--- src/rtl/ahbmtx_l1_rr_arbiter.sv ---
// Three-port round-robin address/data-phase arbiter for one AHB matrix slave.
// Optional lock support is compiled in with AHBMTX_L1_LOCK_EN.
module ahbmtx_l1_rr_arbiter (
  input  logic       HCLK,
  input  logic       HRESETn,
  input  logic [2:0] req_port,
  input  logic       HREADYM,
  input  logic [1:0] HTRANSM,
  input  logic [2:0] HBURSTM,
  input  logic       HMASTLOCKM,
  output logic [1:0] addr_in_port,
  output logic       no_port,
  output logic [1:0] data_in_port,
  output logic       data_valid
);

  localparam logic [1:0] TR_IDLE   = 2'd0;
  localparam logic [1:0] TR_BUSY   = 2'd1;
  localparam logic [1:0] TR_NONSEQ = 2'd2;
  localparam logic [1:0] TR_SEQ    = 2'd3;

`ifdef AHBMTX_L1_LOCK_EN
  typedef enum logic [1:0] {ARB, BURST, LOCK} state_t;
`else
  typedef enum logic [1:0] {ARB, BURST} state_t;
  logic lock_unused;
  assign lock_unused = HMASTLOCKM;
`endif

  state_t      state, state_n;
  logic [3:0]  beat_cnt, cnt_n;
  logic [1:0]  last_grant;
  logic [1:0]  win;
  logic [2:0]  cand;
  logic        any_req;
  logic        rearb;
  logic        fixed_burst;
  logic [3:0]  burst_load;

  // Round-robin search: iterate from farthest to nearest so the nearest
  // requester after last_grant is the one left in win.
  always_comb begin
    any_req = |req_port;
    win     = '0;
    cand    = '0;
    for (int unsigned k = 3; k >= 1; k--) begin
      cand = {1'b0, last_grant} + 3'(k);
      if (cand >= 3'd3) cand = cand - 3'd3;
      if (req_port[cand[1:0]]) win = cand[1:0];
    end
  end

  always_comb begin
    fixed_burst = (HBURSTM[2:1] != 2'b00);
    case (HBURSTM[2:1])
      2'b01:   burst_load = 4'd3;
      2'b10:   burst_load = 4'd7;
      2'b11:   burst_load = 4'd15;
      default: burst_load = '0;
    endcase
  end

  always_comb begin
    state_n = state;
    cnt_n   = beat_cnt;
    rearb   = 1'b0;
    case (state)
      ARB: begin
        if (HTRANSM == TR_NONSEQ && fixed_burst) begin
          state_n = BURST;
          cnt_n   = burst_load;
        end else if ((HTRANSM == TR_SEQ || HTRANSM == TR_BUSY) && !no_port) begin
          state_n = ARB;
        end else begin
          rearb = 1'b1;
        end
      end
      BURST: begin
        if (HTRANSM == TR_SEQ) begin
          if (beat_cnt == 4'd1) begin
            cnt_n   = '0;
            state_n = ARB;
            rearb   = 1'b1;
          end else begin
            cnt_n = beat_cnt - 4'd1;
          end
        end else if (HTRANSM != TR_BUSY) begin
          cnt_n   = '0;
          state_n = ARB;
          rearb   = 1'b1;
        end
      end
`ifdef AHBMTX_L1_LOCK_EN
      LOCK: begin
        if (!HMASTLOCKM && HTRANSM == TR_IDLE) begin
          cnt_n   = '0;
          state_n = ARB;
          rearb   = 1'b1;
        end else if (HTRANSM == TR_NONSEQ && fixed_burst) begin
          cnt_n = burst_load;
        end else if (HTRANSM == TR_SEQ && beat_cnt != '0) begin
          cnt_n = beat_cnt - 4'd1;
        end
      end
`endif
      default: begin
        state_n = ARB;
        cnt_n   = '0;
      end
    endcase
`ifdef AHBMTX_L1_LOCK_EN
    // Lock overrides any rearbitration chosen above; burst counting continues.
    if (state != LOCK && HMASTLOCKM && HTRANSM != TR_IDLE) begin
      state_n = LOCK;
      rearb   = 1'b0;
      if (HTRANSM == TR_NONSEQ && fixed_burst) cnt_n = burst_load;
    end
`endif
  end

  always_ff @(posedge HCLK) begin
    if (!HRESETn) begin
      state        <= ARB;
      beat_cnt     <= '0;
      last_grant   <= 2'd2;
      addr_in_port <= '0;
      no_port      <= 1'b1;
      data_in_port <= '0;
      data_valid   <= 1'b0;
    end else if (HREADYM) begin
      state        <= state_n;
      beat_cnt     <= cnt_n;
      data_in_port <= addr_in_port;
      data_valid   <= ~no_port & HTRANSM[1];
      if (rearb) begin
        if (any_req) begin
          addr_in_port <= win;
          no_port      <= 1'b0;
          last_grant   <= win;
        end else begin
          no_port      <= 1'b1;
        end
      end
    end
  end

endmodule
--- config.mk ---
export PLATFORM = sky130hd
export DESIGN_NAME = ahbmtx_l1_rr_arbiter
export DESIGN_NICKNAME = d
export VERILOG_FILES = /design/src/rtl/ahbmtx_l1_rr_arbiter.sv
export SDC_FILE = /design/constraint.sdc
export NUM_CORES = 1
export LEC_CHECK = 0
export CORE_MARGIN = 10
export CORE_UTILIZATION = 45
export CTS_BUF_LIST = sky130_fd_sc_hd__clkbuf_2 sky130_fd_sc_hd__clkbuf_4 sky130_fd_sc_hd__clkbuf_8
export DETAILED_ROUTE_END_ITERATION = 8
export PLACE_DENSITY = 0.78
export SYNTH_ARGS = -nofsm -noshare
export SYNTH_HDL_FRONTEND = slang
export SYNTH_SLANG_ARGS = --single-unit
--- constraint.sdc ---
create_clock -name HCLK -period 1.5 [get_ports HCLK]
set_clock_uncertainty 0.05 [all_clocks]
set_input_delay 0.3 -clock HCLK [delete_from_list [all_inputs] [get_ports HCLK]]
set_output_delay 0.3 -clock HCLK [all_outputs]
set_load 0.02 [all_outputs]
# Word level (Yosys, flattened, before mapping)
# Index checks and enable logic that the tools add are counted.
word_totals:
  ff_bits: 14
  out_inout_bits: 6
  word_cells: 77
op_classes:
  n_addsub: 7
  magnitude_cmp: 6
  eq_ne: 13
  muxes: 31
  bitwise_logic: 2
  n_reduce_logical: 11
ops:
  columns: ["op", "count"]
  rows:
  - ["2-bit 2-to-1 mux", 11]
  - ["4-bit 2-to-1 mux", 4]
  - ["4-bit case mux with 3 select lines", 1]
  - ["3-bit by 2-bit greater-or-equal comparator with 1-bit output, second input constant", 3]
  - ["2-bit by 3-bit less-than comparator with 1-bit output, second input constant", 3]
  - ["1-bit 2-to-1 mux", 9]
  - ["3-bit inequality test, second input constant", 3]
  - ["2-bit equality test, second input constant", 4]
  - ["4-bit case mux with 2 select lines", 1]
  - ["2-bit by 2-bit adder with 3-bit output, second input constant", 2]
  - ["1-bit binary-select mux with 2-bit select", 3]
  - ["2-bit by 1-bit equality test with 1-bit output, second input constant", 3]
  - ["3-bit AND reduction", 2]
  - ["2-bit subtractor, second input constant", 3]
  - ["4-bit by 1-bit equality test with 1-bit output, second input constant", 1]
  - ["2-bit case mux with 2 select lines", 1]
  - ["4-bit AND reduction", 1]
  - ["4-bit by 1-bit subtractor with 4-bit output, second input constant", 1]
  - ["2-bit by 1-bit adder with 3-bit output, second input constant", 1]
  - ["3-bit OR reduction", 1]
  - ["1-bit logical AND", 2]
  - ["2-bit zero test", 1]
  - ["2-bit by 1-bit inequality test with 1-bit output, second input constant", 1]
  - ["2-bit inequality test, second input constant", 1]
  - ["other kinds (7)", 7]

# Longest topological paths before layout
# Gate-level depths: netlist of run 1.
logic_depth:
  depth_word: 8
  mapped_depth: 6
  mapped_depth_nobuf: 6

# Least setup slack after synthesis of run 1
# Ideal clock, no wire load.
synth_timing:
  path_type: "register to register"
  from: "register, netlist name addr_in_port[0]"
  to: "register last_grant[1]"
  setup_time_ns: 0.122
  t_arrival_ns: 1.393
  path_slack_ns: -0.065
  stages_incl_launch_ff: 7
  n_path_buf: 0
  period_less_slack_ns: 1.565
  path_cell_list: "dfxtp_1 -> inv_1 -> ha_1 -> nor3b_1 -> o31a_1 -> a21oi_1 -> mux2i_1"
synth_lines:
  columns: ["item", "line_no", "rtl"]
  rows:
  - ["to (signal assigned)", "139", "last_grant <= win;"]
  - ["to (decl)", "32", "logic [1:0] last_grant;"]

# Worst setup path in the final report of run 1
layout_timing:
  from: "register last_grant[1]"
  to: "register last_grant[1]"
layout_via:
  elab_chain_cells: 8
layout_rtl:
  columns: ["item", "line_no", "rtl"]
  rows:
  - ["2-bit by 2-bit adder with 3-bit output", "47", "cand = {1'b0, last_grant} + 3'(k);"]
  - ["3-bit by 2-bit greater-or-equal comparator with 1-bit output or 2-bit subtractor (tied branches)", "48", "if (cand >= 3'd3) cand = cand - 3'd3;"]
  - ["2-bit 2-to-1 mux", "48", null]
  - ["1-bit binary-select mux with 2-bit select", "49", "if (req_port[cand[1:0]]) win = cand[1:0];"]
  - ["1-bit 2-to-1 mux (implied by the code)", "49", null]
  - ["2-bit 2-to-1 mux (2 in a row)", "49", null]
  - ["2-bit 2-to-1 mux *", "49", null]
# Mark *: on every way between the ends. The rest lies on a longest branch, timed or not. The select of a mux whose other input is x is not followed.
# A chain may end at the register's enable or synchronous reset.

==> results.env, run 1 <==
RUN_STATUS='finished, final reports clean'
SYNTH_TOP_CELL_AREA_SHARE_PCT=32.1
DRV_CAP=0
CTSHOLDBUFFERS=0
YS_SEQ_AREA_SHARE_PCT=32.1
CRIT_CHAIN='inv_2, ha_4, buf_4, nor2_1, o31a_1, a21oi_2, mux2i_1'
INITIAL_UTILIZATION_PCT=48.5
CLOCK.FMAX_GHz=0.680
TIMING.FINAL.CRIT_SHARE_PCT=98.1
HP-START='data_valid'
POSTLAYOUTSETUPSLACKWORST_PS=28.4
SLOWEST_STAGE_CELL_ON_THE_CRITICAL_PATH='dfxtp_2'
SYN_AREA_UM2=748
CLOCK_TREE_FROM_TRITONCTS='yes'
DIE_HEIGHT_UM=60.8
TYPE_OF_THE_WORST_SETUP_PATH='register to register'
DIE_AREA_MM2=0.00369
DETAIL_ROUTE.WIRELENGTH_UM=1920
TRITONCTS.NUM_BUFFERS=3
ROUTE.VIAS.TOTAL=750
POST-SYNTH-TOP-AREA-CELL='dfxtp_1'
GATE_COUNT_AFTER_TECHNOLOGY_MAPPING=87
CTSHTREEMAXLEVEL=1
CLOCK_PATH_BUFFERS=2
GRT_SETUP_UNREPAIRED='true'
OVERALL_POWER_AFTER_LAYOUT_mW=0.883
ASYNCSETRESETFLOPFRACSYNTH_PCT=0
DIEWIDTH_UM=60.8
SETUP_VIOL_COUNT_FINAL=0
DETAILEDROUTE.FIRSTITERATIONVIOLATIONS=20
HOLD_CRIT_PATH_TYPE='register to register'
DRC=0
YOSYSWARNINGCOUNT=0
FIRSTDRTPASSITERS=4
ROUTE.ANTENNA.REMAINING_NETS=0
LEAKAGE_nW=0.514
FIRST_GLOBAL_VIAS=704
AREA_GROWTH_PCT=45.8
CP_MAX_FO=3
IR_WORST_VDD_mV=0.532
CLOCK-ROOT-BUFFER='clkbuf_4'
RELATIVE_MAX_TRANSITION_MARGIN_PCT=80.5
ALL_LAYER_GR_USAGE_PCT=11.4
LAYOUT_CELLS_SIZED_ABOVE_1_PCT=27.1
CELLPOWERDENSITY_mW_PER_MM2=809
WORST_SETUP_PATH_STARTPOINT='last_grant[1]'
SYNTH_TOP_CELLS_BY_COUNT='12 x dfxtp_1, 8 x inv_1, 6 x mux2i_1, 6 x nor2_1'
NET_COUNT_SYNTH=104
POSTCTSSETUPREPAIRBUFS=0
FINALMAXSLEWVIOLATIONS=0
NETLIST_TOP_CELLS_AREA='dfxtp_1 32%, ha_1 8.4%, mux2i_1 8.0%'
TIMING_WORST_SLEW_PIN_VALUE_PS=293
SYN_AREA_PER_CELL_UM2=8.60
CLKTRANSATPATHREGS_PS=90
ANTENNA-DIODE-COUNT=0
R2R-START='last_grant[1]'
YS_FF_LATCH=12
DATA_ARRIVAL_TIME_OF_THE_CRITICAL_PATH_PS=1600
FLOORPLAN.CORE_AREA_MM2=0.00154
GRT_PASS1_WL_UM=3190
CLOCK_LATENCY_PS=290
NETLIST-CELL-TYPE-COUNT=33
CP.REQUIRED_PS=1630
LAYOUT_MIN_CYCLE_TIME_PS=1470
GRT_MAX_DEGREE=10
DP_HPWL_UM=1450
YOSYSMOSTFREQUENTCELL='dfxtp_1'
ROUTED_WIRE_LENGTH_PER_INSTANCE_UM=14.3
TIMING_HOLD_VIOLATIONS_FINAL=0
MAX_STAGE_DELAY_PS=350
SYNTH-EDFF-COUNT=0
ANTENNA_VIOLATIONS_BEFORE_REPAIR=0
FINAL.HOLD.WORST_SLACK_PS=423
FIN_SETUP_TNS_PS=0
CRIT_PATH_END_KIND='register'
ROWS=14
FLOORPLAN.IO_PINS=18
NUM-NETS-FINAL=136
POST_DRT_VIA_CELL_RATIO=5.60
STARTPOINT_TYPE='register'
IO_BUFFER_COUNT=15
DP_SLACK_PS=-356
FINAL_CORE_UTILIZATION_PCT=70.8
DOMINANTREGCELLSYNTH='dfxtp_1'
CLOCK-SINKS=12
GP_CONGESTION=0.871
GLOBALROUTEOVERFLOWTOTAL=0
sequential cells by signal, summed over array words and instances, names as in the netlist:
name          count
data_in_port      2
data_valid        1
addr_in_port      2
last_grant        1
beat_cnt          4
state             1
no_port           1
per-layer routing:
layer	global-route usage (%)	wire length [um]	up-vias
li1	-	-	376
met1	13.1	833	342
met2	16.6	855	25
met3	5.01	163	7
met4	7.84	65	0
met5	0	0	-
through the flow:
step	area, um2	std cells
5_1_grt	1090	134
3_3_place_gp	1020	130
2_1_floorplan	749	87
6_report	1090	134
3_5_place_dp	1020	130
4_1_cts	1070	134
worst max-delay path: cells and delay by family, from the launching register on:
family                     cells  cell delay [ps]
muxes                          1               80
AOI/OAI and AO/OA              2              450
buffers and inverters          2              150
adders and majority gates      1              260
DFF                            1              350
and+or+nand+nor                1               30
placed cells by master (no fill, tap or decap), types with 3 or more instances in the layout:
cell,count
dfxtp_2,4
mux2i_1,6
buf_4,15
dlygate4sd2_1,9
clkbuf_4,3
ha_1,3
nand2_1,5
nand2b_1,3
dfxtp_1,8
clkdlybuf4s50_1,5
nor2_1,6
a21oi_1,3
inv_1,6
o21ai_0,3
worst paths after layout:
kind / endpoint / slack [ps] / cells past startpoint
worst max-delay path: last_grant[1] / 30 / 7
worst min-delay path: data_valid / 420 / 2
worst max register to register: last_grant[1] / 30 / 7
worst min register to register: data_valid / 420 / 2
cells by family (layout without fill, tap and decap cells):
logic type	after synthesis	count (layout)	synth area share, %
AOI/OAI and AO/OA	26	26	25.6
muxes	6	6	8.03
buffers and inverters	11	42	6.02
DFF	12	12	32.1
xor gates and xnor gates	1	1	1.17
adders and majority gates	5	5	8.36
and+or+nand+nor	26	26	18.7
cell type report:
cell class              count  area, um2
well taps                  16       20.0
repair buffers             30        254
flip-flops and latches     12        245
inverters                   8       30.0
fillers                   121        450
multi-input cells          64        505
clock buffers               4       36.3
report_power, final:
part	leakage, nW	switching (mW)	internal (mW)
combinational	0.394	0.122	0.129
clock	0.0210	0.127	0.148
sequential	0.0990	0.0168	0.340
repair_timing:
item	in CTS	in global routing
setup endpoints to repair	11	4
pin swaps	4	4
gates resized for setup	18	6
Note: power is estimated with default switching activity, not from simulation.
==> run 2: changes to the inputs <==
Settings changed: HOLD_SLACK_MARGIN set to 0.02, PLACE_DENSITY 0.78 to 0.87.
==> results.env, run 2 (synthesis results as in run 1) <==
FIRST_GLOBAL_VIAS=735  # +4.4%
DIEWIDTH_UM=60.8  # unchanged
FIRSTDRTPASSITERS=4  # unchanged
CTSHOLDBUFFERS=0  # unchanged
MOSTFREQUENTLAYOUTCELL='buf_4'
CLOCK-ROOT-BUFFER='clkbuf_4'
CP_MAX_FO=4  # +1
TIMING_HOLD_VIOLATIONS_FINAL=0  # unchanged
POSTLAYOUTSETUPSLACKWORST_PS=24.6  # -3.83 ps
FIN_SETUP_TNS_PS=0  # unchanged
GR-MAX-USAGE-LAYER='met2'
TYPE_OF_THE_WORST_SETUP_PATH='register to register'
ANTENNA_VIOLATIONS_BEFORE_REPAIR=0  # unchanged
DETAIL_ROUTE.WIRELENGTH_UM=1890  # -1.7%
GRT_SETUP_UNREPAIRED='true'
ANTENNA-DIODE-COUNT=0  # unchanged
FINALMAXSLEWVIOLATIONS=0  # unchanged
IO_BUFFER_COUNT=15  # unchanged
ROUTE.VIAS.TOTAL=750  # unchanged
DP_SLACK_PS=-352  # +3.27 ps
REG_WITH_MOST_FFS='beat_cnt'
TRITONCTS.NUM_BUFFERS=3  # unchanged
DRV_CAP=0  # unchanged
FINAL_CELL_MIX='17 x buf_4, 8 x dfxtp_1, 8 x dlygate4sd2_1, 6 x nor2_1, 6 x mux2i_1'
CRIT_PATH_END_KIND='register'
GP_CONGESTION=0.915  # +5.1%
FLOORPLAN.CORE_AREA_MM2=0.00154  # unchanged
IR_WORST_VDD_mV=0.623  # +17%
GR-USAGE-MET2_PCT=16.2  # -0.44 points
DETAILEDROUTE.FIRSTITERATIONVIOLATIONS=11  # -45%
REG.LARGEST.LIST='beat_cnt x4, addr_in_port x2, data_in_port x2'
TIMING.FINAL.CRIT_SHARE_PCT=98.4  # +0.26 points
DIE_HEIGHT_UM=60.8  # unchanged
RUN_STATUS='finished, final reports clean'
OVERALL_POWER_AFTER_LAYOUT_mW=0.863  # -2.3%
DIE_AREA_MM2=0.00369  # unchanged
CLOCK_TREE_FROM_TRITONCTS='yes'
STARTPOINT_TYPE='register'
POST_DRT_VIA_CELL_RATIO=5.51  # -1.5%
CELLPOWERDENSITY_mW_PER_MM2=784  # -3.1%
LARGEST_REGISTER_FFS=4  # unchanged
CLOCK-SINKS=12  # unchanged
CLOCK_PATH_BUFFERS=2  # unchanged
GRT_MAX_DEGREE=9  # -1
NFILLCELLS=127  # +5.0%
HOLD_CRIT_PATH_TYPE='register to register'
INITIAL_UTILIZATION_PCT=48.5  # unchanged
DATA_ARRIVAL_TIME_OF_THE_CRITICAL_PATH_PS=1600  # about the same
NUM-NETS-FINAL=138  # +1.5%
LAYOUT_CELLS_SIZED_ABOVE_1_PCT=27.5  # +0.38 points
CLKTRANSATPATHREGS_PS=70  # -20 ps
AREA_GROWTH_PCT=47.0
ALL_LAYER_GR_USAGE_PCT=10.5  # -0.89 points
TIMING_WORST_SLEW_PIN_VALUE_PS=321  # +27.7 ps
ROUTE.ANTENNA.REMAINING_NETS=0  # unchanged
CTSHTREEMAXLEVEL=1  # unchanged
GLOBALROUTEOVERFLOWTOTAL=0  # unchanged
GRT_PASS1_WL_UM=3040  # -4.9%
LEAKAGE_nW=0.530  # +3.0%
RELATIVE_MAX_TRANSITION_MARGIN_PCT=78.3  # -2.2 points
CLOCK.FMAX_GHz=0.678  # -0.26%
CLOCK_LATENCY_PS=270  # -20 ps
GROUTE.LAYER.MET3.USAGE_PCT=3.34  # -1.7 points
DRC=0  # unchanged
FINAL.HOLD.WORST_SLACK_PS=422  # -0.384 ps
LAYOUT_MIN_CYCLE_TIME_PS=1480  # +3.83 ps
GRT_USE_MET1_PCT=11.3  # -1.8 points
CP.REQUIRED_PS=1620  # about the same
SETUP_VIOL_COUNT_FINAL=0  # unchanged
ROWS=14  # unchanged
DP_HPWL_UM=1440  # -0.42%
ROUTED_WIRE_LENGTH_PER_INSTANCE_UM=13.9  # -3.2%
FLOORPLAN.IO_PINS=18  # unchanged
==> run 2: final timing paths <==
path / start / end / slack, ps / cells past startpoint
worst min register to register: data_valid / data_valid / 420 / 2
worst max register to register: beat_cnt[1] / no_port / 20 / 6
worst max-delay path: beat_cnt[1] / no_port / 20 / 6
worst min-delay path: data_valid / data_valid / 420 / 2
==> run 2: worst max-delay path, stage by stage, from the launching register on <==
cell      delay, ps
dfxtp_2         330
inv_2            80
ha_4            130
and4bb_1        210
o21ai_2          70
a211o_1         300
o22a_1          210
==> run 2: power breakdown <==
| group | internal (mW) | switching, mW | total [mW] | leakage [nW] |
|---|---|---|---|---|
| combinational | 0.131 | 0.119 | 0.249 | 0.410 |
| clock | 0.148 | 0.109 | 0.257 | 0.0210 |
| sequential | 0.340 | 0.0165 | 0.357 | 0.0990 |
| total | 0.618 | 0.244 | 0.863 | 0.530 |
==> run 2: repair_timing <==
action                     in CTS  in global routing
pin swaps                       5                  5
setup buffers                   1                  1
gates resized for setup        17                  4
setup endpoints to repair      10                  5
==> run 2: area by class of cell <==
| class | instances | area (um2) | share of cell area [%] |
|---|---|---|---|
| Tap cell | 16 | 20.0 | 1.82 |
| Inverter | 8 | 30.0 | 2.73 |
| Sequential cell | 12 | 245 | 22.3 |
| Multi-Input combinational cell | 64 | 495 | 45.1 |
| Timing Repair Buffer | 32 | 273 | 24.8 |
| Clock buffer | 4 | 36.3 | 3.30 |
==> run 2: metal layers <==
layer	wire length, um	vias to the layer above	part of all wire (%)
met4	55	0	2.9
met2	858	28	46
met5	0	-	0
met1	826	331	44
li1	-	385	-
met3	145	6	7.7
==> run 2: stage by stage <==
stage | cells | cell area [um2] | utilization, %
finish | 136 | 1100 | 71.3
global route | 136 | 1100 | 71.3
CTS | 135 | 1070 | 69.7
detailed placement | 130 | 1020 | 66.0
global placement | 130 | 1020 | 66.0
floorplan | 87 | 749 | -
==> run 3: changes to the inputs <==
Settings changed: HOLD_SLACK_MARGIN 0.02 to 0.08, MAX_ROUTING_LAYER set to met4.
==> results.env, run 3 (synthesis results as in run 1) <==
RUN_STATUS='finished with violations'
VIOLATIONS_IN_THE_FINAL_REPORTS='negative setup slack'
ANTENNA-DIODE-COUNT=0  # unchanged
GLOBALROUTEOVERFLOWTOTAL=0  # unchanged
LEAKAGE_nW=0.517  # -2.5%
ROUTED_WIRE_LENGTH_PER_INSTANCE_UM=15.2  # +10%
FIRST_GLOBAL_VIAS=810  # +10%
DATA_ARRIVAL_TIME_OF_THE_CRITICAL_PATH_PS=1630  # +30 ps
STARTPOINT_TYPE='register'
INITIAL_UTILIZATION_PCT=48.5  # unchanged
RELATIVE_MAX_TRANSITION_MARGIN_PCT=79.8  # +1.5 points
LARGEST_REGISTER_FFS=4  # unchanged
IR_WORST_VDD_mV=0.465  # -25%
DIE_HEIGHT_UM=60.8  # unchanged
CLKTRANSATPATHREGS_PS=80  # about the same
GRT_SETUP_UNREPAIRED='true'
LAYOUT_CELLS_SIZED_ABOVE_1_PCT=28.3  # +0.83 points
DIE_AREA_MM2=0.00369  # unchanged
NUM-NETS-FINAL=138  # unchanged
TYPE_OF_THE_WORST_SETUP_PATH='register to register'
CP_MAX_FO=4  # unchanged
DETAIL_ROUTE.WIRELENGTH_UM=2070  # +10%
CLOCK_TREE_FROM_TRITONCTS='yes'
CLOCK.FMAX_GHz=0.663  # -2.1%
GP_CONGESTION=0.965  # +5.4%
POSTLAYOUTSETUPSLACKWORST_PS=-7.17  # -31.8 ps
TRITONCTS.NUM_BUFFERS=3  # unchanged
FINAL_CELL_MIX='17 x buf_4, 10 x dlygate4sd2_1, 8 x dfxtp_1, 6 x nor2_1, 6 x mux2i_1'
POST_DRT_VIA_CELL_RATIO=5.73  # +3.9%
CP.REQUIRED_PS=1620  # about the same
GRT_MAX_DEGREE=9  # unchanged
CRITICAL_PATH_BUF_INV_COUNT=1  # unchanged
CLOCK-SINKS=12  # unchanged
FINAL.HOLD.WORST_SLACK_PS=415  # -7.12 ps
ALL_LAYER_GR_USAGE_PCT=12.3  # +1.8 points
CRIT_CHAIN='inv_2, ha_4, and4bb_1, o21ai_2, a211o_1, o22a_1'
CELLPOWERDENSITY_mW_PER_MM2=799  # +1.8%
HOLD_CRIT_PATH_TYPE='register to register'
MOSTFREQUENTLAYOUTCELL='buf_4'
NFILLCELLS=127  # unchanged
CRIT_PATH_END_KIND='register'
MAX_STAGE_DELAY_PS=330  # about the same
FINAL_CORE_UTILIZATION_PCT=71.2  # -0.16 points
IO_BUFFER_COUNT=15  # unchanged
CTSHOLDBUFFERS=0  # unchanged
FIN_SETUP_TNS_PS=-7.17  # -7.17 ps
DRV_CAP=0  # unchanged
FIRSTDRTPASSITERS=4  # unchanged
ROUTE.VIAS.TOTAL=779  # +3.9%
CLOCK_PATH_BUFFERS=2  # unchanged
DP_HPWL_UM=1550  # +7.4%
REG_WITH_MOST_FFS='beat_cnt'
SETUP_VIOL_COUNT_FINAL=1  # +1
POST_LAYOUT_NONFILLER_INSTANCES=136  # unchanged
FINALMAXSLEWVIOLATIONS=0  # unchanged
LAYOUT_MIN_CYCLE_TIME_PS=1510  # +31.8 ps
DETAILEDROUTE.FIRSTITERATIONVIOLATIONS=19  # +8
CLOCK-ROOT-BUFFER='clkbuf_4'
TIMING.FINAL.CRIT_SHARE_PCT=100  # +2.1 points
OVERALL_POWER_AFTER_LAYOUT_mW=0.876  # +1.6%
DP_CELLS=131  # +0.77%
ROUTE.ANTENNA.REMAINING_NETS=0  # unchanged
REG.LARGEST.LIST='beat_cnt x4, addr_in_port x2, data_in_port x2'
SLOWEST_STAGE_CELL_ON_THE_CRITICAL_PATH='dfxtp_2'
TIMING_WORST_SLEW_PIN_VALUE_PS=303  # -17.2 ps
FLOORPLAN.IO_PINS=18  # unchanged
CLOCK_LATENCY_PS=280  # about the same
GRT_PASS1_WL_UM=3450  # +14%
CTSHTREEMAXLEVEL=1  # unchanged
AREA_GROWTH_PCT=46.7
DIEWIDTH_UM=60.8  # unchanged
TIMING_HOLD_VIOLATIONS_FINAL=0  # unchanged
ROWS=14  # unchanged
CRITICAL-PATH-TOP-DELAY-FAMILY='compound AO/OA/AOI/OAI gates'
DRC=0  # unchanged
ANTENNA_VIOLATIONS_BEFORE_REPAIR=0  # unchanged
FLOORPLAN.CORE_AREA_MM2=0.00154  # unchanged
[run 3: timing repair]
| action | in CTS | in global routing |
|---|---|---|
| pin swaps | 6 | 2 |
| setup buffers | 1 | 0 |
| gates resized for setup | 19 | 4 |
| endpoints found under the setup margin | 12 | 5 |
[run 3: metrics by stage]
step	cell area, um2	setup WS (ps)
after floorplan	749	10.9
after global placement	1020	-328
after detailed placement	1020	-396
after CTS	1090	-3.02
after global routing	1100	-68.9
final	1100	-7.17
[run 3: report_power, final]
group	leakage [nW]	internal, mW	switching, mW
Sequential	0.0990	0.340	0.0166
Combinational	0.397	0.132	0.127
Clock	0.0210	0.148	0.113
[run 3: worst register-to-register path: cells and delay by family (launching register included)]
kind	cells	cell delay (ps)
buffers and inverters	1	80
AOI/OAI and AO/OA	3	620
DFF	1	330
adders and majority gates	1	130
and+or+nand+nor	1	200
[run 3: routing by layer]
metal	up-vias	track usage [%]	wire, um
met3	10	3.76	165
met2	38	18.9	921
met5	-	-	0
met4	0	7.84	81
met1	352	13.4	905
li1	379	-	-
[run 3: path summary, 6_finish.rpt]
check	slack [ps]	startpoint	to	cells after the start
worst min register to register	420	data_valid	data_valid	2
worst min-delay path	420	data_valid	data_valid	2
worst max-delay path	-7	beat_cnt[1]	no_port	6
worst max register to register	-7	beat_cnt[1]	no_port	6
[run 3: final cells by class]
cell class / count / area (um2) / share of cell area (%)
tap: 16 / 20.0 / 1.82
clock buffer: 4 / 36.3 / 3.31
sequential: 12 / 245 / 22.3
inverter: 8 / 30.0 / 2.74
timing repair buffer: 32 / 265 / 24.2
multi-input combinational: 64 / 500 / 45.6
